`config.mk`:
```
export PLATFORM = sky130hd
export DESIGN_NAME = servant_uart_rx
export DESIGN_NICKNAME = d
export VERILOG_FILES = /design/src/rtl/servant_uart_rx.sv
export SDC_FILE = /design/constraint.sdc
export NUM_CORES = 1
export LEC_CHECK = 0
export BUFFER_PORTS_ARGS = -buffer_cell sky130_fd_sc_hd__buf_2
export CAP_MARGIN = 20
export CORE_ASPECT_RATIO = 1.5
export CORE_MARGIN = 2
export CORE_UTILIZATION = 54
export DETAILED_ROUTE_END_ITERATION = 12
export GPL_ROUTABILITY_DRIVEN = 0
export GPL_TIMING_DRIVEN = 0
export PLACE_DENSITY = 0.83
export SYNTH_ARGS = -nofsm -noshare
export SYNTH_HDL_FRONTEND = slang
export SYNTH_SLANG_ARGS = --single-unit
```
`constraint.sdc`:
```
create_clock -name wb_clk -period 1.8 [get_ports wb_clk]
set_input_delay 0.54 -clock wb_clk [delete_from_list [all_inputs] [get_ports wb_clk]]
set_output_delay 0.54 -clock wb_clk [all_outputs]
set_load 0.1 [all_outputs]
```
`src/rtl/servant_uart_rx.sv`:
```
// 8N1 UART receiver for the servant SoC: 2-flop synchronizer, mid-bit sampling
// FSM, one-deep output register with valid/ready handshake and error pulses.
module servant_uart_rx #(
  parameter int unsigned DIV = 556
) (
  input  logic       wb_clk,
  input  logic       wb_rst_n,
  input  logic       i_rx,
  output logic [7:0] o_data,
  output logic       o_vld,
  input  logic       i_rdy,
  output logic       o_frame_err,
  output logic       o_overrun
);

  typedef enum logic [2:0] {IDLE, START, DATA, STOP, BREAK} state_t;

  localparam logic [15:0] HALF_LAST = 16'(DIV / 2 - 1);
  localparam logic [15:0] FULL_LAST = 16'(DIV - 1);

  state_t      state;
  logic        rx_meta;
  logic        rx_s;
  logic [15:0] cnt;
  logic [2:0]  idx;
  logic [7:0]  shreg;
  logic [1:0]  settle;
  logic        fresh;

  // The synchronizer resets to idle-high, so rx_s is only trusted once the
  // line value has propagated; the first trusted look in IDLE decides
  // whether a line held low through reset must be waited out in BREAK.
  always_ff @(posedge wb_clk) begin
    if (!wb_rst_n) begin
      rx_meta     <= 1'b1;
      rx_s        <= 1'b1;
      state       <= IDLE;
      cnt         <= '0;
      idx         <= '0;
      shreg       <= '0;
      settle      <= '0;
      fresh       <= 1'b1;
      o_data      <= '0;
      o_vld       <= 1'b0;
      o_frame_err <= 1'b0;
      o_overrun   <= 1'b0;
    end else begin
      rx_meta     <= i_rx;
      rx_s        <= rx_meta;
      settle      <= {settle[0], 1'b1};
      o_frame_err <= 1'b0;
      o_overrun   <= 1'b0;
      if (o_vld && i_rdy) o_vld <= 1'b0;

      case (state)
        IDLE: begin
          if (settle[1]) begin
            fresh <= 1'b0;
            if (!rx_s) begin
              cnt   <= '0;
              state <= fresh ? BREAK : START;
            end
          end
        end
        START: begin
          if (cnt == HALF_LAST) begin
            cnt   <= '0;
            idx   <= '0;
            state <= rx_s ? IDLE : DATA;
          end else begin
            cnt <= cnt + 16'd1;
          end
        end
        DATA: begin
          if (cnt == FULL_LAST) begin
            cnt        <= '0;
            shreg[idx] <= rx_s;
            idx        <= idx + 3'd1;
            if (idx == 3'd7) state <= STOP;
          end else begin
            cnt <= cnt + 16'd1;
          end
        end
        STOP: begin
          if (cnt == FULL_LAST) begin
            cnt <= '0;
            if (rx_s) begin
              state <= IDLE;
              if (!o_vld || i_rdy) begin
                o_data <= shreg;
                o_vld  <= 1'b1;
              end else begin
                o_overrun <= 1'b1;
              end
            end else begin
              o_frame_err <= 1'b1;
              state       <= BREAK;
            end
          end else begin
            cnt <= cnt + 16'd1;
          end
        end
        BREAK: begin
          if (rx_s) state <= IDLE;
        end
        default: state <= IDLE;
      endcase
    end
  end

endmodule

```
Word-level counts from Yosys, hierarchy flattened
Cells that the tools add are included.
Widths: inputs -> output; s select.
{"block": "word_totals", "mem_bits_rw": 0, "n_memories": 0, "latchBits": 0, "inputBits": 4, "ff_bits": 46, "elab_cells": 77, "romBits": 0, "output_inout_bits": 11}
{"block": "classes", "shift": 0, "n_bitwise": 0, "n_mul": 0, "n_addsub": 2, "n_eq_ne": 14, "n_reduce_logical": 16, "order_cmp": 2, "n_div": 0, "mux": 30}
{"cell": "$mux 16", "n": 4}
{"cell": "$pmux 16 s3", "n": 1}
{"cell": "$mux 3", "n": 11}
{"cell": "$add 16x1->16 const B", "n": 1}
{"cell": "$eq 16x10->1 const B", "n": 1}
{"cell": "$eq 16x9->1 const B", "n": 1}
{"cell": "$pmux 3 s5", "n": 1}
{"cell": "$ne 2x2->1 const B", "n": 7}
{"cell": "$mux 1", "n": 9}
{"cell": "$reduce_and 3->1", "n": 3}
{"cell": "$bwmux 8", "n": 1}
{"cell": "$reduce_and 4->1", "n": 2}
{"cell": "$reduce_and 7->1", "n": 1}
{"cell": "$eq 3x2->1 const B", "n": 2}
{"cell": "$eq 3x3->1 const B", "n": 2}
{"cell": "$pmux 3 s2", "n": 1}
{"cell": "$lt 3x4->1 const B", "n": 1}
{"cell": "$reduce_and 2->1", "n": 2}
{"cell": "$add 3x1->3 const B", "n": 1}
{"cell": "$demux 1 s3", "n": 1}
{"cell": "$eq 3x1->1 const B", "n": 1}
{"cell": "$ge 3x1->1 const B", "n": 1}
{"cell": "$logic_not 3->1", "n": 1}
{"cell": "$reduce_bool 3->1", "n": 1}
{"cell": "6 further kinds", "n": 7}

Logic depth before layout (Yosys ltp)
{"block": "logic_depth", "word_depth": 6, "depth_mapped": 8, "depth_no_buf": 7}

Worst setup path before layout
No wires, ideal clock.
{"block": "synth_path", "kind": "register to register", "startpoint": "reg cnt[0]", "endpoint": "reg shreg[1]", "setup_ps": 73, "required_ps": 1727, "arrival_ps": 1836, "n_path_buf": 1, "period_less_slack_ps": 1909, "path_slack_ps": -109, "stages_incl_launch_ff": 8, "cell_sequence": "dfxtp_1 ha_1 and4b_1 nand4_4 or3_1 buf_6 nor3b_2 mux2i_1"}
{"block": "synth_via", "elab_chain_cells": 2}
{"item": "start, declared", "line_no": "24", "rtl": "logic [15:0] cnt;"}
{"item": "start signal, assigned", "line_no": "71", "rtl": "cnt <= cnt + 16'd1;"}
{"item": "start signal, assigned", "line_no": "81", "rtl": "cnt <= cnt + 16'd1;"}
{"item": "start signal, assigned", "line_no": "100", "rtl": "cnt <= cnt + 16'd1;"}
{"item": "$eq 16x10->1", "line_no": "75", "rtl": "if (cnt == FULL_LAST) begin"}
{"item": "$reduce_and 2->1 (no line)"}
{"item": "end signal, assigned by index", "line_no": "77", "rtl": "shreg[idx] <= rx_s;"}
{"item": "end, declared", "line_no": "26", "rtl": "logic [7:0] shreg;"}
Every way passes these cells.
A chain may end at the register's enable or synchronous reset.

Worst setup path in the final report
{"block": "layout_path", "startpoint": "reg cnt[12]", "endpoint": "reg cnt[3]"}
{"block": "layout_via", "elab_chain_cells": 3, "elab_cells_between_ends": 5, "cone_classes": "eq/ne: 2; mux: 3"}
{"item": "$eq 16x10->1 / $eq 16x9->1 (equally long branches)", "line_no": "75, 85, 66"}
{"item": "$mux 16 (on tied branches)", "line_no": "75, 85, 66"}
{"item": "$pmux 16 s3 *", "line_no": "55", "rtl": "case (state)"}
Every way passes the cells marked *; elsewhere a longest branch is shown, timed or not.

==> metrics.md <==
| Metric | Value |
|---|---|
| NumNets Final | `282` |
| Failing checks | `negative setup slack` |
| Multiplexer share of the synthesized area | `0.0710` |
| TritonCTS Buffers | `5` |
| Dpl hpwl | `3430 um` |
| Simple-gate share of the synthesized area | `0.314` |
| Hold_ws | `0.414 ns` |
| Synth Area in XOR/XNOR | `0.0155` |
| Setup TNS | `-1.20 ns` |
| CP required | `2.00 ns` |
| Routed wire per std cell | `16.9 um` |
| Clock transition at the registers of the reported paths | `0.09 ns` |
| Die span in y | `83.1 um` |
| Outcome | `finished with violations` |
| Synth Register Bits | `46` |
| Vias in the first global route | `1948` |
| Worst EP arrival | `2.15 ns` |
| DRT Pass-1 Iters | `4` |
| Worst skew pair latency | `0.31 ns` |
| RSZ-0062 raised after global routing | `true` |
| Crit Path Max Fanout | `5` |
| Congestion Overflow GR | `0` |
| Distinct cells, synth | `47` |
| Top FF cell, synth | `dfxtp_1` |
| I/O Buffers | `14` |
| Slew @ Worst Pin | `0.557 ns` |
| Syn nets | `251` |
| Post-Route Skew | `0.0103 ns` |
| Final std cells w/o fill | `320` |
| Dpl cells | `302` |
| Clock Tree Buf Depth | `2` |
| Via count | `1943` |
| Max-Cap Viols | `0` |
| Largest cells by area after synthesis | `dfxtp_1, mux2i_1, nor2b_1, nand2_1, nor2_1` |
| Vias/cell | `6.07` |
| Setup ws final | `-0.147 ns` |
| Largest family of logic cells by synthesized area | `simple AND/OR/NAND/NOR gates` |
| Most common cell in the netlist | `dfxtp_1` |
| First-pass GRT wire length | `8750 um` |
| Mapped Area | `2250 um^2` |
| Critical Path Sink Type | `flop` |
| Crit share post-route | `1.08` |
| Initial antenna violation count | `0` |
| Largest net degree at the start of global routing | `16` |
| Pwr Total | `0.00202 W` |
| Crit Path Class | `flop to flop` |
| Antenna cells | `0` |
| CP Launch Type | `flop` |
| Area of placed instances | `2380 um^2` |
| Slew Limit Headroom | `0.628` |
| FMAX | `514 MHz` |
| CTS tree | `yes` |
| # IOs | `15` |
| Final hold violation count | `0` |
| List of most frequent post-synthesis cells | `dfxtp_1, nand2_1, nor2b_1, mux2i_1, nor2_1` |
| Compound-Gate Fraction of Synth Area | `0.130` |
| Post-route DRC | `0` |
| Std cell rows | `28` |
| Worst vdd ir | `1.00 mV` |
| Number of DRC markers in iteration 0 | `142` |
| Slew Viols, Final | `0` |
| Die Width | `56.8 um` |
| Initial Utilization | `0.565` |
| Num Clock Sinks | `46` |
| Yosys top cell area share | `0.408` |
| EDFF count, synth | `0` |
| Tmin final | `1.95 ns` |
| GR Util All Layers | `0.232` |
| Mean Syn Cell Area | `9.28 um^2` |
| Async S/R FF share, synth | `0` |
| Post-Synth Adder-Cell Area | `0.0222` |
| Cells after synthesis | `243` |
| Seq/Total Area, Yosys | `0.408` |
| Final Setup Violations | `16` |
| H-Tree Depth | `2` |
| Layout cells sized above 1 | `0.291` |
| YS warnings | `0` |
| Post-DRT Antenna Nets | `0` |
| PD cells | `722 nW/um^2` |
| Hold_buf cts | `0` |
| Worst min path class | `flop to flop` |
| Leak pwr | `1.01 nW` |
| Clock root buffer | `clkbuf_8` |
| Final instance area | `2790 um^2` |
| Die Area | `4720 um^2` |
| Layout Area Growth over Synthesis | `23.8%` |
| Total Routed Length | `5390 um` |
| Largest area contributor in the netlist | `dfxtp_1` |
| Core Area | `3990 um^2` |
## cell families after synthesis
| logic type | Yosys count |
|---|---|
| xor gates and xnor gates | 4 |
| DFF | 46 |
| buffers and inverters | 17 |
| muxes | 16 |
| AOI/OAI and AO/OA | 42 |
| and+or+nand+nor | 114 |
| adders and majority gates | 4 |
## final timing paths
path	slack, ns	endpoint	start	cells past startpoint
worst max-delay path	-0.15	cnt[3]	cnt[12]	7
worst max register to register	-0.15	cnt[3]	cnt[12]	7
worst min-delay path	0.41	rx_s	rx_meta	1
worst min register to register	0.41	rx_s	rx_meta	1
## power breakdown
group / switching, W / internal [W]
logic: 0.0000401 / 0.0000236
clock network: 0.000366 / 0.000556
registers: 0.00000775 / 0.00102
total: 0.000414 / 0.00160
## sequential cells by signal, summed over array words and instances, names as in the netlist
| name | count |
|---|---|
| o_vld | 1 |
| o_frame_err | 1 |
| settle | 2 |
| idx | 3 |
| shreg | 8 |
| state | 3 |
| rx_s | 1 |
| rx_meta | 1 |
| o_overrun | 1 |
| o_data | 8 |
| fresh | 1 |
| cnt | 16 |
## final cells by class
| type | instances | area [um^2] |
|---|---|---|
| clock inverters | 3 | 68.8 |
| well taps | 45 | 56.3 |
| plain buffers | 11 | 66.3 |
| multi-input cells | 180 | 1390 |
| fillers | 282 | 1200 |
| flip-flops and latches | 46 | 935 |
| clock buffers | 5 | 68.8 |
| inverters | 3 | 11.3 |
| repair buffers | 27 | 195 |
## placed cells by master (no fill, tap or decap), drive strengths merged, types with 3 or more instances in the layout
cell / netlist / layout
a31oi: 4 / 4
ha: 4 / 4
nor3b: 9 / 9
inv: 3 / 3
nand3: 10 / 10
nand2b: 8 / 8
o21ai: 7 / 7
nand4: 9 / 9
clkbuf: 8 / 12
o31ai: 4 / 4
nor2b: 19 / 19
a21oi: 8 / 8
nand2: 22 / 22
dfxtp: 46 / 46
and2: 7 / 7
o211ai: 4 / 4
and3: 4 / 4
mux2i: 16 / 16
buf: 6 / 31
nor2: 14 / 14
xor2: 4 / 4
nor4: 3 / 3
## worst max-delay path, cell delays in order (launching register included)
cell	delay, ns
dfxtp_2	0.37
nor4_4	0.40
nand4_1	0.19
buf_6	0.18
a32o_2	0.30
buf_4	0.18
a21oi_1	0.14
o21ai_0	0.08
## per-layer routing
metal  vias up  part of all wire  global-route usage
met3        20             0.042              0.0483
met4         0             0.040               0.129
met1       924              0.38               0.243
met2        64              0.53               0.416
li1        935                 -                   -
met5         -                 0                   0
## stage by stage
| step | utilization | setup slack (ns) |
|---|---|---|
| after floorplan | - | -0.0357 |
| after global placement | 0.597 | -0.253 |
| after detailed placement | 0.597 | -0.288 |
| after CTS | 0.671 | -0.0278 |
| after global routing | 0.699 | -0.184 |
| final | 0.699 | -0.147 |
## what timing repair did
action,CTS,global route
cloned,0,1
buffers inserted,9,3
hold endpoints to repair,0,0
endpoints found under the setup margin,35,37
pin swaps,8,7
gates resized for setup,28,24
(Power assumes the default switching activity.)
